### src/rtl/button_pkg.sv
// button_pkg: state encoding and counter width shared by the button event decoder.
package button_pkg;
  localparam int CNT_W = 32;
  typedef enum logic [2:0] {
    IDLE      = 3'd0,
    HELD1     = 3'd1,
    LONG_HELD = 3'd2,
    WAIT2     = 3'd3,
    HELD2     = 3'd4
  } state_t;
endpackage

### src/rtl/button_event_decoder_if.sv
// button_event_decoder_if: debounced switch level in, press-class pulses out.
interface button_event_decoder_if;
  logic sw_in;
  logic pressed;
  logic short_press;
  logic long_press;
  logic double_press;
  logic busy;
  modport master (output sw_in, input pressed, short_press, long_press, double_press, busy);
  modport slave (input sw_in, output pressed, short_press, long_press, double_press, busy);
endinterface

### src/rtl/button_edge_detect.sv
// button_edge_detect: polarity-corrected pressed register with press/release edges.
module button_edge_detect #(
  parameter bit ACTIVE_LOW = 1'b1
) (
  input  logic clk,
  input  logic sw_in,
  output logic pressed,
  output logic rise,
  output logic fall
);
  logic pressed_d, pressed_q;
  assign pressed_d = sw_in ^ ACTIVE_LOW;
  // Loads every cycle, reset included, so a button held through reset yields no edge.
  always_ff @(posedge clk) pressed_q <= pressed_d;
  assign pressed = pressed_q;
  assign rise = pressed_d & ~pressed_q;
  assign fall = ~pressed_d & pressed_q;
endmodule

### src/rtl/button_event_decoder.sv
// button_event_decoder: classifies debounced presses as short, long or double pulses.
module button_event_decoder
  import button_pkg::*;
#(
  parameter logic [CNT_W-1:0] LONG_TICKS   = 32'd50_000_000,
  parameter logic [CNT_W-1:0] DOUBLE_TICKS = 32'd12_500_000,
  parameter bit               ACTIVE_LOW   = 1'b1
) (
  input logic                   clk,
  input logic                   rst,
  button_event_decoder_if.slave bus
);
  logic rise, fall;
  state_t state_d, state_q;
  logic [CNT_W-1:0] cnt_d, cnt_q;
  logic short_d, short_q, long_d, long_q, double_d, double_q, busy_q;
  button_edge_detect #(.ACTIVE_LOW(ACTIVE_LOW)) u_edge (
    .clk    (clk),
    .sw_in  (bus.sw_in),
    .pressed(bus.pressed),
    .rise   (rise),
    .fall   (fall)
  );
  always_comb begin
    state_d  = state_q;
    cnt_d    = (cnt_q != '0) ? cnt_q - CNT_W'(1) : '0;
    short_d  = 1'b0;
    long_d   = 1'b0;
    double_d = 1'b0;
    case (state_q)
      IDLE: if (rise) begin
        state_d = HELD1;
        cnt_d   = LONG_TICKS;
      end
      HELD1: if (fall) begin
        state_d = WAIT2;
        cnt_d   = DOUBLE_TICKS;
      end else if (cnt_q == '0) begin
        state_d = LONG_HELD;
        long_d  = 1'b1;
      end
      LONG_HELD: if (fall) state_d = IDLE;
      WAIT2: if (rise) begin
        state_d = HELD2;
        cnt_d   = LONG_TICKS;
      end else if (cnt_q == '0) begin
        state_d = IDLE;
        short_d = 1'b1;
      end
      HELD2: if (fall) begin
        state_d  = IDLE;
        double_d = 1'b1;
      end else if (cnt_q == '0) begin
        state_d = LONG_HELD;
        long_d  = 1'b1;
      end
      default: state_d = IDLE;
    endcase
  end
  always_ff @(posedge clk) begin
    if (rst) begin
      state_q  <= IDLE;
      cnt_q    <= '0;
      short_q  <= 1'b0;
      long_q   <= 1'b0;
      double_q <= 1'b0;
      busy_q   <= 1'b0;
    end else begin
      state_q  <= state_d;
      cnt_q    <= cnt_d;
      short_q  <= short_d;
      long_q   <= long_d;
      double_q <= double_d;
      busy_q   <= state_d != IDLE;
    end
  end
  assign bus.short_press  = short_q;
  assign bus.long_press   = long_q;
  assign bus.double_press = double_q;
  assign bus.busy         = busy_q;
endmodule

### src/flat_wrapper.sv
// flat-port wrapper written by rule: the top's interface ports become plain ports
module button_event_decoder_flat import button_pkg::*;
#(
  parameter logic [CNT_W-1:0] LONG_TICKS   = 32'd50_000_000,
  parameter logic [CNT_W-1:0] DOUBLE_TICKS = 32'd12_500_000,
  parameter bit               ACTIVE_LOW   = 1'b1
)
  (clk, rst, bus_sw_in, bus_pressed, bus_short_press, bus_long_press, bus_double_press, bus_busy);
  button_event_decoder_if bus_i ();
  input logic clk;
  input logic rst;
  input wire logic [$bits(bus_i.sw_in)-1:0] bus_sw_in;
  output wire logic [$bits(bus_i.pressed)-1:0] bus_pressed;
  output wire logic [$bits(bus_i.short_press)-1:0] bus_short_press;
  output wire logic [$bits(bus_i.long_press)-1:0] bus_long_press;
  output wire logic [$bits(bus_i.double_press)-1:0] bus_double_press;
  output wire logic [$bits(bus_i.busy)-1:0] bus_busy;
  assign bus_i.sw_in = bus_sw_in;
  assign bus_pressed = bus_i.pressed;
  assign bus_short_press = bus_i.short_press;
  assign bus_long_press = bus_i.long_press;
  assign bus_double_press = bus_i.double_press;
  assign bus_busy = bus_i.busy;
  button_event_decoder #(.LONG_TICKS(LONG_TICKS), .DOUBLE_TICKS(DOUBLE_TICKS), .ACTIVE_LOW(ACTIVE_LOW)) u_core (.clk(clk), .rst(rst), .bus(bus_i));
endmodule
### config.mk
export PLATFORM = sky130hd
export DESIGN_NAME = button_event_decoder_flat
export DESIGN_NICKNAME = d
export VERILOG_FILES = /design/src/rtl/button_pkg.sv /design/src/rtl/button_event_decoder_if.sv /design/src/rtl/button_edge_detect.sv /design/src/rtl/button_event_decoder.sv /design/src/flat_wrapper.sv
export SDC_FILE = /design/constraint.sdc
export NUM_CORES = 1
export LEC_CHECK = 0
export BUFFER_PORTS_ARGS = -buffer_cell sky130_fd_sc_hd__buf_2
export CORE_UTILIZATION = 25
export CTS_CLUSTER_DIAMETER = 40
export DETAILED_ROUTE_END_ITERATION = 10
export SLEW_MARGIN = 20
export SYNTH_ARGS = -nofsm -noshare
export SYNTH_HDL_FRONTEND = slang
export SYNTH_HIERARCHICAL = 1
export SYNTH_SLANG_ARGS = --single-unit
### constraint.sdc
create_clock -name clk -period 2.1 [get_ports clk]
set_input_delay 0.315 -clock clk [delete_from_list [all_inputs] [get_ports clk]]
set_output_delay 0.315 -clock clk [all_outputs]
set_load 0.01 [all_outputs]
==> results of run 1 <==
critical path: stages, from the launching register on:
cell      delay, ps
dfxtp_1         330
or4_4           540
and4bb_1        350
nand3_2         160
or3b_1          410
nand3_1          90
flip-flops by register name, indices dropped and copies added, names as in the netlist:
signal                   count
u_core/cnt_q                32
u_core/state_q               3
u_core/bus.busy              1
u_core/bus.double_press      1
u_core/bus.long_press        1
u_core/bus.short_press       1
u_core/u_edge/pressed        1
report_power, final:
part	internal, W	leakage, nW	switching [W]
logic	0.000507	0.516	0.000602
clock network	0.000353	0.0552	0.000265
registers	0.000897	0.328	0.000159
cells in the mapped netlist, types with 3 or more instances:
library cell,instances
clkbuf_1,3
buf_2,4
o21ai_0,11
nor2_1,28
o21ai_1,5
dfxtp_1,40
xor2_1,5
nand2_1,10
or3_1,5
a21oi_1,9
xnor2_1,20
or4_1,5
o31a_1,3
nor2b_1,3
inv_1,7
nor3_1,4
nor4_2,5
nand3_1,5
nor4_1,11
cell type report:
cell class | instances | area [um2] | share of cell area
Sequential cell | 40 | 801 | 0.328
Inverter | 7 | 26.3 | 0.0108
Clock inverter | 2 | 35.0 | 0.0143
Clock buffer | 6 | 72.6 | 0.0297
Tap cell | 102 | 128 | 0.0523
Timing Repair Buffer | 22 | 160 | 0.0656
Multi-Input combinational cell | 176 | 1220 | 0.499
timing repair:
item / in CTS / in global routing
resized for setup: 0 / 1
setup endpoints to repair: 0 / 1
buffers inserted: 0 / 0
cell families after synthesis:
| family | Yosys count |
|---|---|
| mux | 1 |
| simple gates | 107 |
| compound gates | 41 |
| buf+inv | 16 |
| xor+xnor | 25 |
| fa+ha+maj | 2 |
| flops | 40 |
worst max-delay path by stage:
stage	from	endpoint	slack [ps]
after global placement	bus_sw_in	u_core/bus.busy	160
after global routing	u_core/cnt_q[8]	u_core/cnt_q[18]	50
after CTS	u_core/cnt_q[29]	u_core/bus.busy	160
after detailed placement	bus_sw_in	u_core/bus.busy	130
final	u_core/cnt_q[29]	u_core/bus.busy	170
after floorplan	u_core/u_edge/pressed	u_core/bus.busy	220
stage by stage:
| stage | hold slack [ps] | power [W] |
|---|---|---|
| 2_1_floorplan | 372 | 0.00190 |
| 3_3_place_gp | 455 | 0.00216 |
| 3_5_place_dp | 467 | 0.00217 |
| 4_1_cts | 185 | 0.00280 |
| 5_1_grt | 195 | 0.00299 |
| 6_report | 189 | 0.00278 |
per-layer routing:
layer	vias to the layer above	share of wire	GRT usage
met1	807	0.50	0.139
li1	871	-	-
met3	11	0.030	0.0317
met2	17	0.44	0.169
met5	-	0	0
met4	0	0.026	0.0551
layout by cell type, fill, tap and decap left out, types with 3 or more instances in the layout:
master	synthesis	final
o21ai_0	11	11
buf_2	4	7
nand3_1	5	5
nor3_1	4	4
o31a_1	3	3
a21oi_1	9	9
nor4_2	5	6
nor4_1	11	10
xor2_1	5	5
xnor2_1	20	20
nand2_1	10	10
dfxtp_1	40	40
inv_1	7	7
or3_1	5	5
nor2_1	28	28
nor2b_1	3	3
buf_4	1	14
clkbuf_8	0	5
o21ai_1	5	5
or4_1	5	5
==> impl_metrics.env, run 1 <==
export IMPL_status="completed"
export IMPL_drc=0
export IMPL_timing_rr_start="u_core/cnt_q[29]"
export IMPL_syn_mean_instance_area_um2=9.01
export IMPL_muxShareOfSynthArea=0.00479
export IMPL_min_from="bus_sw_in"
export IMPL_synth_compound_area_frac=0.121
export IMPL_fin_crit_sh=0.919
export IMPL_synth_xor_area_frac=0.105
export IMPL_numCtsBuffers=5
export IMPL_synth_adder_area_share=0.0120
export IMPL_gp_congestion=0.789
export IMPL_tns_ps=0
export IMPL_skew_ps=4.62
export IMPL_ys_seq_elements=40
export IMPL_grt_max_degree=17
export IMPL_syn_num_nets=237
export IMPL_synth_edf_count=0
export IMPL_regToRegEndpoint="u_core/bus.busy"
export IMPL_num_antenna_cells=0
export IMPL_peakVddDrop_v=0.000276
export IMPL_hold_class="in -> reg"
export IMPL_p_leak_nw=0.899
export IMPL_fillers=818
export IMPL_grt_use_total=0.109
export IMPL_async_flop_share=0
export IMPL_synth_simple_gate_area_share=0.338
export IMPL_drt_wirelength_per_cell_um=12.2
export IMPL_fmax_ghz=0.518
export IMPL_clock_sinks=40
export IMPL_yosys_cell_types_count=53
export IMPL_die_y_um=93.5
export IMPL_slew_headroom=0.655
export IMPL_rsz0062_at_grt="no"
export IMPL_postLayoutCoreUtil=0.310
export IMPL_crit_path_start_kind="register"
export IMPL_setup_violations=0
export IMPL_place_area_um2=2330
export IMPL_synth_warnings=6
export IMPL_viasPerCell=4.81
export IMPL_antenna_found_initial=0
export IMPL_coreArea_um2=7890
export IMPL_min_period_ps=1930
export IMPL_drv_cap=0
export IMPL_synth_area_leaders="dfxtp_1, xnor2_1, nor2_1, nor4_1, nor4_2"
export IMPL_stdcell_area_um2=2440
export IMPL_initial_core_util=0.265
export IMPL_wl_um=4330
export IMPL_final_antenna_net_count=0
export IMPL_final_nets=257
export IMPL_min_path_cells=2
export IMPL_drive_gt1_frac=0.209
export IMPL_num_vias=1706
export IMPL_tightest_slew_ps=512
export IMPL_synth_top_family_by_area="simple AND/OR/NAND/NOR gates"
export IMPL_hold_buffers=0
export IMPL_whs_endpoint="u_core/u_edge/pressed"
export IMPL_io_pins=8
export IMPL_fp_dieW_um=93.5
export IMPL_synth_top_cell_area_share=0.383
export IMPL_drv_slew=0
export IMPL_crit_path_max_fanout=6
export IMPL_io_buffers=7
export IMPL_cp_required_ps=2340
export IMPL_cts_tree="built"
export IMPL_die_area_um2=8730
export IMPL_rows=32
export IMPL_grt_pass1_vias=1647
export IMPL_ys_flop_type="dfxtp_1"
export IMPL_clkSlewWorstSetupHoldPaths_ps=70
export IMPL_hold_viol=0
export IMPL_critPathArrivalTime_ps=2160
export IMPL_hpwl_um=3200
export IMPL_syn_inst=232
export IMPL_worst_slack_ps=171
export IMPL_rr_worst_depth=5
export IMPL_worst_setup_path_type="reg -> reg"
export IMPL_final_cells=355
export IMPL_clock_latency_ps=290
export IMPL_drt_pass1_iterations=5
export IMPL_syn_area_um2=2090
export IMPL_grt_overflow=0
export IMPL_r2r_slack_ps=170
export IMPL_syn_to_final_growth_pct=16.8
export IMPL_placed_cells=347
export IMPL_grt_pass1_wl_um=7510
export IMPL_ctsHtreeMaxLevel=2
export IMPL_endpoint_kind="register"
export IMPL_synth_top_area_cell="dfxtp_1"
export IMPL_drt_iter0_drc=70
export IMPL_pre_cts_slack_ps=134
export IMPL_powerDensity_nw_per_um2=1140
export IMPL_cts_buffer_depth=2
export IMPL_synth_yosys_seq_area_share=0.383
export IMPL_cts_root_buf="clkbuf_8"
(Power assumes the default switching activity.)
==> inputs of run 2 (changes only) <==
--- a/config.mk
+++ b/config.mk
@@ -9,6 +9,7 @@
 export CORE_UTILIZATION = 25
 export CTS_CLUSTER_DIAMETER = 40
 export DETAILED_ROUTE_END_ITERATION = 10
+export RECOVER_POWER = 100
 export SLEW_MARGIN = 20
 export SYNTH_ARGS = -nofsm -noshare
 export SYNTH_HDL_FRONTEND = slang
==> impl_metrics.env, run 2 (same netlist as run 1, synthesis figures left out) <==
export IMPL_final_cell_mix="dfxtp_1, nor2_1, xnor2_1"
export IMPL_skew_ps=4.17
export IMPL_rsz0062_at_grt="no"
export IMPL_critPathArrivalTime_ps=2100
export IMPL_cts_buffer_depth=2
export IMPL_num_antenna_cells=0
export IMPL_grt_use_total=0.109
export IMPL_rr_worst_depth=6
export IMPL_drt_iter0_drc=67
export IMPL_drt_pass1_iterations=4
export IMPL_viasPerCell=4.82
export IMPL_drc=0
export IMPL_crit_path_start_kind="register"
export IMPL_postLayoutCoreUtil=0.307
export IMPL_grtUsageMet1=0.139
export IMPL_coreArea_um2=7890
export IMPL_setup_violations=0
export IMPL_slew_headroom=0.654
export IMPL_r2r_slack_ps=180
export IMPL_grt_pass1_wl_um=7510
export IMPL_clock_sinks=40
export IMPL_hold_buffers=0
export IMPL_hpwl_um=3200
export IMPL_tightest_slew_ps=513
export IMPL_powerDensity_nw_per_um2=1150
export IMPL_stdcell_area_um2=2420
export IMPL_worst_setup_path_type="reg -> reg"
export IMPL_power_switching_w=0.00102
export IMPL_min_period_ps=1920
export IMPL_peakVddDrop_v=0.000264
export IMPL_fillers=824
export IMPL_gp_congestion=0.789
export IMPL_ctsHtreeMaxLevel=2
export IMPL_gr_usage_met3=0.0317
export IMPL_grt_max_degree=17
export IMPL_syn_to_final_growth_pct=15.7
export IMPL_gr_usage_met2=0.169
export IMPL_io_pins=8
export IMPL_status="completed"
export IMPL_final_common_cell="dfxtp_1"
export IMPL_tns_ps=0
export IMPL_drt_wirelength_per_cell_um=12.2
export IMPL_drive_gt1_frac=0.174
export IMPL_p_leak_nw=0.869
export IMPL_worst_slack_ps=180
export IMPL_reg_top3="u_core/cnt_q x32, u_core/state_q x3"
export IMPL_num_vias=1712
export IMPL_final_nets=257
export IMPL_largest_register="u_core/cnt_q"
export IMPL_hold_viol=0
export IMPL_drv_cap=0
export IMPL_place_area_um2=2330
export IMPL_final_antenna_net_count=0
export IMPL_die_y_um=93.5
export IMPL_regArea_um2=801
export IMPL_antenna_found_initial=0
export IMPL_fmax_ghz=0.521
export IMPL_clkSlewWorstSetupHoldPaths_ps=80
export IMPL_endpoint_kind="register"
export IMPL_cts_root_buf="clkbuf_8"
export IMPL_p_int_w=0.00175
export IMPL_fin_crit_sh=0.914
export IMPL_pwr_share_comb=0.396
export IMPL_switching_share=0.369
export IMPL_numCtsBuffers=5
export IMPL_grt_pass1_vias=1647
export IMPL_cts_tree="built"
export IMPL_io_buffers=7
export IMPL_min_path_cells=2
export IMPL_wl_um=4340
export IMPL_pre_cts_slack_ps=134
export IMPL_rows=32
export IMPL_cp_required_ps=2280
export IMPL_sequentialPowerShare=0.381
export IMPL_grt_overflow=0
export IMPL_die_area_um2=8730
export IMPL_initial_core_util=0.265
export IMPL_drv_slew=0
export IMPL_grt_most_used_layer="met2"
export IMPL_hold_class="in -> reg"
export IMPL_p_clk_frac=0.223
export IMPL_fp_dieW_um=93.5
export IMPL_largest_register_ffs=32
export IMPL_crit_path_max_fanout=9
export IMPL_clock_latency_ps=290
export IMPL_multi_input_area_um2=1210
run 2: what timing repair did:
item | in CTS | in global routing
endpoints found under the setup margin | 0 | 1
resized for setup | 0 | 1
buffers inserted | 0 | 0
run 2: final cells by class:
type                       count  share of cell area
tap                          102              0.0528
multi-input combinational    176               0.501
clock inverter                 2              0.0145
sequential                    40               0.331
timing repair buffer          22              0.0595
inverter                       7              0.0109
clock buffer                   6              0.0300
run 2: worst max-delay path, stage by stage (launching register included):
cell	delay, ps
dfxtp_1	320
clkbuf_2	140
nor4_4	420
nand2_1	320
o31a_1	360
o21ai_0	160
a21oi_1	80
run 2: power by group through the flow:
stage | clock network [W] | registers, W | logic (W)
after floorplan | 0 | 0.00105 | 0.000847
after global placement | 0 | 0.00107 | 0.00110
after detailed placement | 0 | 0.00107 | 0.00110
after CTS | 0.000640 | 0.00105 | 0.00111
after global routing | 0.000674 | 0.00108 | 0.00123
final | 0.000618 | 0.00106 | 0.00110
run 2: path summary, 6_finish.rpt:
path / from / endpoint
max: u_core/cnt_q[8] / u_core/cnt_q[23]
min: bus_sw_in / u_core/u_edge/pressed
max reg2reg: u_core/cnt_q[8] / u_core/cnt_q[23]
min reg2reg: u_core/cnt_q[0] / u_core/cnt_q[0]
run 2: routing by layer:
layer	routed length, um	share of wire	vias to the layer above
li1	-	-	874
met1	2170	0.50	806
met2	1910	0.44	21
met3	143	0.033	11
met4	112	0.026	0
met5	0	0	-
run 2: stage by stage:
stage / hold WS [ps] / cells / total power, W
after floorplan: 372 / 232 / 0.00190
after global placement: 455 / 347 / 0.00216
after detailed placement: 467 / 347 / 0.00217
after CTS: 185 / 355 / 0.00280
after global routing: 203 / 355 / 0.00298
final: 191 / 355 / 0.00277
